--- src/rtl/fir_tap_accumulator.sv ---
// Accumulates TAPS carry-save adder beats into one rounded, scaled, clipped/wrapped sample.
// Latency: out_valid rises the cycle after the TAPS-th accepted beat; TAPS+1 cycles per sample minimum.
// Backpressure: in_ready drops while a sample waits on out_ready; the held sample never changes.
//
// Ports:
//   clk, rst_n           clock, asynchronous active-low reset
//   clr                  synchronous abort of the partial accumulation (ignored while a sample is pending)
//   in_valid/in_ready    input beat handshake; in_ready is a flop
//   in_sum, in_cout      adder sum word (signed) and carry-out (diagnostic, ORed per sample)
//   out_valid/out_ready  output sample handshake
//   out_data             signed filtered sample
//   out_sat              sample was clipped (saturating build only)
//   out_carry            OR of in_cout over the sample's beats
//
// Build option: define FIR_ACC_SAT_EN to saturate out_data instead of wrapping it.
module fir_tap_accumulator #(
  parameter int TAPS  = 8,
  parameter int IN_W  = 32,
  parameter int OUT_W = 16,
  parameter int SHIFT = 15
) (
  input  logic             clk,
  input  logic             rst_n,
  input  logic             clr,
  input  logic             in_valid,
  output logic             in_ready,
  input  logic [IN_W-1:0]  in_sum,
  input  logic             in_cout,
  output logic             out_valid,
  input  logic             out_ready,
  output logic [OUT_W-1:0] out_data,
  output logic             out_sat,
  output logic             out_carry
);

  localparam int CNT_W = (TAPS > 1) ? $clog2(TAPS) : 1;
  // One guard bit above the TAPS-beat sum leaves room for the rounding constant.
  localparam int ACC_W = IN_W + $clog2(TAPS) + 1;

  localparam logic signed [ACC_W-1:0] RND = {{(ACC_W-1){1'b0}}, 1'b1} << (SHIFT-1);

  typedef enum logic {
    ST_ACC = 1'b0,
    ST_OUT = 1'b1
  } state_t;

  state_t                  state_q, state_d;
  logic signed [ACC_W-1:0] acc_q, acc_d;
  logic [CNT_W-1:0]        cnt_q, cnt_d;
  logic                    carry_q, carry_d;
  logic                    in_ready_q, in_ready_d;
  logic                    out_valid_q, out_valid_d;
  logic [OUT_W-1:0]        out_data_q, out_data_d;
  logic                    out_sat_q, out_sat_d;
  logic                    out_carry_q, out_carry_d;

  logic signed [ACC_W-1:0] operand;
  logic signed [ACC_W-1:0] scaled;
  logic [OUT_W-1:0]        sample_data;
  logic                    sample_sat;
  logic                    accept;
  logic                    last_beat;

  assign operand = {{(ACC_W-IN_W){in_sum[IN_W-1]}}, in_sum};

  // Adding half an LSB before the arithmetic shift gives round-half-up.
  assign scaled = (acc_q + operand + RND) >>> SHIFT;

  // in_ready_q is only ever set in ST_ACC, so accept implies the accumulate state.
  assign accept    = in_valid && in_ready_q;
  assign last_beat = accept && (cnt_q == CNT_W'(TAPS-1));

`ifdef FIR_ACC_SAT_EN
  localparam logic signed [ACC_W-1:0] SAT_MAX = {{(ACC_W-OUT_W+1){1'b0}}, {(OUT_W-1){1'b1}}};
  localparam logic signed [ACC_W-1:0] SAT_MIN = {{(ACC_W-OUT_W+1){1'b1}}, {(OUT_W-1){1'b0}}};

  always_comb begin
    sample_data = scaled[OUT_W-1:0];
    sample_sat  = 1'b0;
    if (scaled > SAT_MAX) begin
      sample_data = {1'b0, {(OUT_W-1){1'b1}}};
      sample_sat  = 1'b1;
    end else if (scaled < SAT_MIN) begin
      sample_data = {1'b1, {(OUT_W-1){1'b0}}};
      sample_sat  = 1'b1;
    end
  end
`else
  // Wrap mode keeps only the low OUT_W bits; the upper bits are deliberately dropped.
  logic unused_scaled_hi;
  assign unused_scaled_hi = ^scaled[ACC_W-1:OUT_W];
  assign sample_data      = scaled[OUT_W-1:0];
  assign sample_sat       = 1'b0;
`endif

  always_comb begin
    state_d     = state_q;
    acc_d       = acc_q;
    cnt_d       = cnt_q;
    carry_d     = carry_q;
    out_valid_d = out_valid_q;
    out_data_d  = out_data_q;
    out_sat_d   = out_sat_q;
    out_carry_d = out_carry_q;

    case (state_q)
      ST_ACC: begin
        if (clr) begin
          // Abort wins over a same-cycle beat; that beat is dropped.
          acc_d   = '0;
          cnt_d   = '0;
          carry_d = 1'b0;
        end else if (last_beat) begin
          acc_d       = '0;
          cnt_d       = '0;
          carry_d     = 1'b0;
          state_d     = ST_OUT;
          out_valid_d = 1'b1;
          out_data_d  = sample_data;
          out_sat_d   = sample_sat;
          out_carry_d = carry_q | in_cout;
        end else if (accept) begin
          acc_d   = acc_q + operand;
          cnt_d   = cnt_q + CNT_W'(1);
          carry_d = carry_q | in_cout;
        end
      end
      ST_OUT: begin
        // clr is not looked at here so a pending sample is never lost.
        if (out_valid_q && out_ready) begin
          state_d     = ST_ACC;
          out_valid_d = 1'b0;
        end
      end
      default: state_d = ST_ACC;
    endcase

    // Registered ready: follows the state being entered, so it rises one cycle after reset
    // release and one cycle after an output handshake.
    in_ready_d = (state_d == ST_ACC);
  end

  always_ff @(posedge clk or negedge rst_n) begin
    if (!rst_n) begin
      state_q     <= ST_ACC;
      acc_q       <= '0;
      cnt_q       <= '0;
      carry_q     <= 1'b0;
      in_ready_q  <= 1'b0;
      out_valid_q <= 1'b0;
      out_data_q  <= '0;
      out_sat_q   <= 1'b0;
      out_carry_q <= 1'b0;
    end else begin
      state_q     <= state_d;
      acc_q       <= acc_d;
      cnt_q       <= cnt_d;
      carry_q     <= carry_d;
      in_ready_q  <= in_ready_d;
      out_valid_q <= out_valid_d;
      out_data_q  <= out_data_d;
      out_sat_q   <= out_sat_d;
      out_carry_q <= out_carry_d;
    end
  end

  assign in_ready  = in_ready_q;
  assign out_valid = out_valid_q;
  assign out_data  = out_data_q;
  assign out_sat   = out_sat_q;
  assign out_carry = out_carry_q;

endmodule

--- config.mk ---
export PLATFORM = sky130hd
export DESIGN_NAME = fir_tap_accumulator
export DESIGN_NICKNAME = d
export VERILOG_FILES = /design/src/rtl/fir_tap_accumulator.sv
export SDC_FILE = /design/constraint.sdc
export NUM_CORES = 1
export LEC_CHECK = 0
export BUFFER_PORTS_ARGS = -buffer_cell sky130_fd_sc_hd__buf_2
export CAP_MARGIN = 10
export CORE_UTILIZATION = 60
export CTS_CLUSTER_DIAMETER = 120
export DETAILED_ROUTE_END_ITERATION = 8
export GPL_ROUTABILITY_DRIVEN = 0
export PLACE_DENSITY = 0.82
export SYNTH_ARGS = -nofsm -noshare
export SYNTH_HDL_FRONTEND = slang
export SYNTH_SLANG_ARGS = --single-unit
--- constraint.sdc ---
create_clock -name clk -period 5.3 [get_ports clk]
set_input_delay 0.265 -clock clk [delete_from_list [all_inputs] [get_ports clk]]
set_output_delay 0.265 -clock clk [all_outputs]
set_load 0.05 [all_outputs]
* Yosys cells after proc, flatten, opt, wreduce, memory -nomap -nowiden
Index checks and enable logic that the tools add are counted.
Storage, ports and cells: output and inout bits 20, input port bits 38, flip-flop bits (word level) 60, logic and storage cells 43
Operators by class: reduce and logical (&&, ||, !) cells 7, multiplexer cells 17, add/sub/neg operators 3, bitwise gates (word level) 4, eq/ne operators 4
Operators with widths (count):
- $mux W36 | 3
- $add A36 B32 Y36 | 1
- $add A31 B16 Y31 const B | 1
- $mux W1 | 9
- $mux W3 | 3
- $reduce_and A3 Y1 | 2
- $ne A2 B2 Y1 const B | 2
- $pmux W1 S2 | 2
- $add A3 B1 Y3 const B | 1
- $eq A3 B3 Y1 const B | 1
- $logic_and A1 B1 Y1 | 3
- $not A1 Y1 | 3
- $reduce_bool A3 Y1 | 1
- $ne A2 B1 Y1 const B | 1
- $reduce_and A2 Y1 | 1
- $or A1 B1 Y1 | 1

* Logic depth before layout (Yosys ltp)
word-level depth 6, mapped depth 14

* Worst setup path after synthesis
OpenSTA, ideal clock, no wires.
kind reg-to-reg, start point reg acc_q[12], end point reg out_data_q[13] (netlist: out_data[13]), clock period less this slack 3.140 ns, cell stages (with the launch flop) 14, slack 2.160 ns, library setup time 0.069 ns, required time 5.231 ns, arrival time 3.071 ns, cell sequence dfrtp_1 > ha_1 > buf_6 > a21oi_2 > o21bai_1 > a21o_1 > mux2_1 > a311oi_2 > ha_1 > and3_1 > clkbuf_1 > nand3_1 > or4_1 > nand3_1
On the way: word-level cells in the longest chain between the ends 2
Ends and longest elaborated chain:
- start, declared | RTL line 48 | logic signed [ACC_W-1:0] acc_q, acc_d;
- start signal, assigned | RTL line 146 | acc_q <= '0;
- start signal, assigned | RTL line 156 | acc_q <= acc_d;
- $add A36 B32 Y36
- $add A31 B16 Y31 | RTL line 67 | assign scaled = (acc_q + operand + RND) >>> SHIFT;
- end signal, assigned | RTL line 161 | out_data_q <= out_data_d;
- end, declared | RTL line 53 | logic [OUT_W-1:0] out_data_q, out_data_d;
Every way passes these cells. A chain may end at the register's enable or synchronous reset.

* Worst setup path after layout
start point reg acc_q[12], end point reg out_data_q[11] (netlist: out_data[11])
The elaborated chain is that of the path after synthesis.

==> reports/qor.csv <==
metric;value;unit
MaxCap Viol Count;0;
CTS Sinks;55;
final worst slack;1680;ps
register bit total from synthesis;55;
clock buffer count from CTS;5;
# resized after CTS;0;
Core Footprint;6910;um^2
first drt pass iteration count;5;
VDD IR max;0.141;mV
hold crit path type;in -> async;
initial core utilization;0.634;
CP endpoint kind;register;
CP most frequent cell;ha_1;
die area;7650;um^2
# hold bufs at CTS;0;
non-filler instance count after layout;661;
Synth top area share;0.314;
initial antenna violation count;0;
Async S/R FF share, synth;1.00;
clk buf depth;2;
minimum clock period;3620;ps
worst r2r dst;out_data[11];
Worst Tran Pin Value;768;ps
routed via count;4183;
Area growth syn-to-layout;8.82;%
largest net degree at the start of global routing;56;
Final setup viols;0;
gr ovfl total;0;
Yosys top cell by area;dfrtp_1;
Post-synth top flop;dfrtp_1;
antenna cell count;0;
chip height;87.5;um
Post-synth EDFFs;0;
crit-path max FO;8;
most area-consuming cells after synthesis;dfrtp_1 (31%), ha_1 (9.4%), nand2_1 (7.3%);
routed len/inst;16.2;um
Slowest-stage cell, CP;a311oi_2;
syn_nets;595;
number of setup buffers added after CTS;0;
Max Freq;276;MHz
Final nets;636;
H-Tree Depth;2;
period utilization;0.683;
Via-to-Cell Ratio;6.33;
CTS tree;built;
Worst R2R Start;acc_q[12];
ANT nets after route;0;
GRT Total Usage;0.294;
worst-case reg-to-reg path depth;11;
placed instance count;653;
cells along the critical path;ha_1 -> a21oi_2 -> o21bai_1 -> a21o_1 -> mux2_1 -> a311oi_2 -> ha_1 -> and3_1 -> nand3_1 -> or3_1 -> a31oi_1;
I/O pin total;58;
max incr delay on CP;460;ps
Ys Warns;0;
crit start category;register;
setup_tns;0;ps
die width;87.5;um
Post-Syn Instances;523;
DRC errors left;0;
fraction of layout instances using a drive strength above 1;0.158;
run status;completed;
Worst Path Arrival;3870;ps
Netlist cell types;71;
vias in the first global route;3771;
worst hold slack;69.4;ps
reg2reg setup slack;1680;ps
Worst Skew;11.6;ps
crit path kind;reg -> reg;
CP required;5550;ps
Critical Path Start;acc_q[12];
CTS Root Cell;clkbuf_8;
Fin. Hold Viols;0;
final core utilization;0.690;
DRT iter0 DRCs;312;
crit path capture;out_data[11];
Clock transition at path regs;110;ps
Seq/Total Area, Yosys;0.314;
Slew Viols, Final;0;
Std-Cell Rows;30;
worst rel slew slack;0.488;
Total Wirelength;10.7;mm
Leakage;2.25;nW
RSZ-0062 raised after global routing;false;
Post-Syn Area per Cell;8.38;um^2
IO buf count;55;
Place WS;1760;ps
worst skew pair latency;320;ps
post-synthesis cell area;4380;um^2
first-pass GRT wire length;17.7;mm
Post-DP HPWL;8.13;mm
Power Dens Cells;292;nW/um^2
-- logic make-up (layout without fill, tap and decap cells) --
family / after synthesis / count (layout) / share of synthesized area
compound gates: 157 / 157 / 0.248
xor+xnor: 30 / 30 / 0.0617
mux: 4 / 4 / 0.00999
fa+ha+maj: 34 / 34 / 0.0988
flops: 55 / 55 / 0.314
buf+inv: 32 / 74 / 0.0354
simple gates: 210 / 210 / 0.231
other cells: 1 / 1 / 0.000856
-- critical path, delay by kind of cell, from the launching register on --
kind,cells,cell delay (ps)
and+or+nand+nor,3,860
AOI/OAI and AO/OA,5,1280
adders and majority gates,2,680
DFF,1,390
muxes,1,330
-- stage by stage --
| step | instance area [um^2] | power, mW |
|---|---|---|
| 2_1_floorplan | 4380 | 0.991 |
| 3_3_place_gp | 4680 | 1.11 |
| 3_5_place_dp | 4680 | 1.13 |
| 4_1_cts | 4770 | 1.38 |
| 5_1_grt | 4770 | 1.48 |
| 6_report | 4770 | 1.39 |
-- per-layer routing --
layer / GRT usage / up-vias / wire [um]
met1: 0.412 / 1981 / 4920
li1: - / 2004 / -
met2: 0.478 / 167 / 4880
met3: 0.0351 / 31 / 647
met5: 0 / - / 0
met4: 0.0864 / 0 / 297
-- Yosys cell counts (2+ instances only) --
cell and n:
a21oi_4 2, and3_1 7, buf_6 3, o21ai_0 43, and4_1 3, o2111ai_1 2, buf_2 7, or4_1 3
o31ai_1 4, nor2_1 44, xor2_1 14, nor3_1 12, o21ai_1 7, clkbuf_1 12, a221o_1 2, nor4_1 7
or3_1 7, o211ai_2 2, o221ai_1 2, ha_1 33, a32o_1 2, xnor2_1 15, o2111a_1 2, nand3_1 12
nand4_1 7, a31oi_1 3, o211ai_1 7, a21oi_2 2, a21o_1 5, a21oi_1 31, a22o_1 12, a211o_1 2
o211a_1 2, mux2_2 2, inv_1 9, a21boi_0 2, o21ai_2 3, o21bai_1 5, nand2b_1 7, nand2_1 85
a211oi_1 4, dfrtp_1 55, and2_1 5
-- worst min path at each step --
stage                from         to  slack [ps]  depth (start not counted)
finish              rst_n  acc_q[10]          70                          2
CTS                 rst_n  acc_q[10]         100                          2
global placement    rst_n   acc_q[7]         440                          2
detailed placement  rst_n   acc_q[7]         450                          2
floorplan           rst_n   acc_q[0]         -30                          0
global route        rst_n  acc_q[12]         150                          2
-- sequential cells by signal, indices dropped and copies added (netlist names) --
register   count
out_valid      1
out_data      16
in_ready       1
out_carry      1
cnt_q          3
acc_q         31
carry_q        1
state_q        1
-- report_power, final --
group	total [mW]	switching [mW]	internal, mW	leakage, nW
Clock	0.250	0.155	0.0953	0.0485
Sequential	0.480	0.0227	0.458	0.741
Combinational	0.662	0.418	0.245	1.46
Total	1.39	0.595	0.798	2.25
-- area by class of cell --
cell class              count  area, um^2
fillers                   612        2140
clock inverters             3        22.5
clock buffers               5        68.8
well taps                  96         120
repair buffers             57         290
multi-input cells         436        2860
flip-flops and latches     55        1380
inverters                   9        33.8
-- cell usage in the layout, fill, tap and decap left out, types with 5 or more instances in the layout --
| cell | n |
|---|---|
| o21bai_1 | 5 |
| nor2_1 | 44 |
| o21ai_1 | 7 |
| buf_2 | 55 |
| a22o_1 | 12 |
| nand4_1 | 7 |
| nand3_1 | 12 |
| xnor2_1 | 15 |
| a21oi_1 | 31 |
| inv_1 | 9 |
| dfrtp_1 | 55 |
| or3_1 | 7 |
| and3_1 | 7 |
| o211ai_1 | 7 |
| nor3_1 | 12 |
| o21ai_0 | 43 |
| a21o_1 | 5 |
| and2_1 | 5 |
| nand2_1 | 85 |
| clkbuf_8 | 5 |
| nor4_1 | 6 |
| nand2b_1 | 7 |
| ha_1 | 33 |
| xor2_1 | 14 |
(Power assumes the default switching activity.)
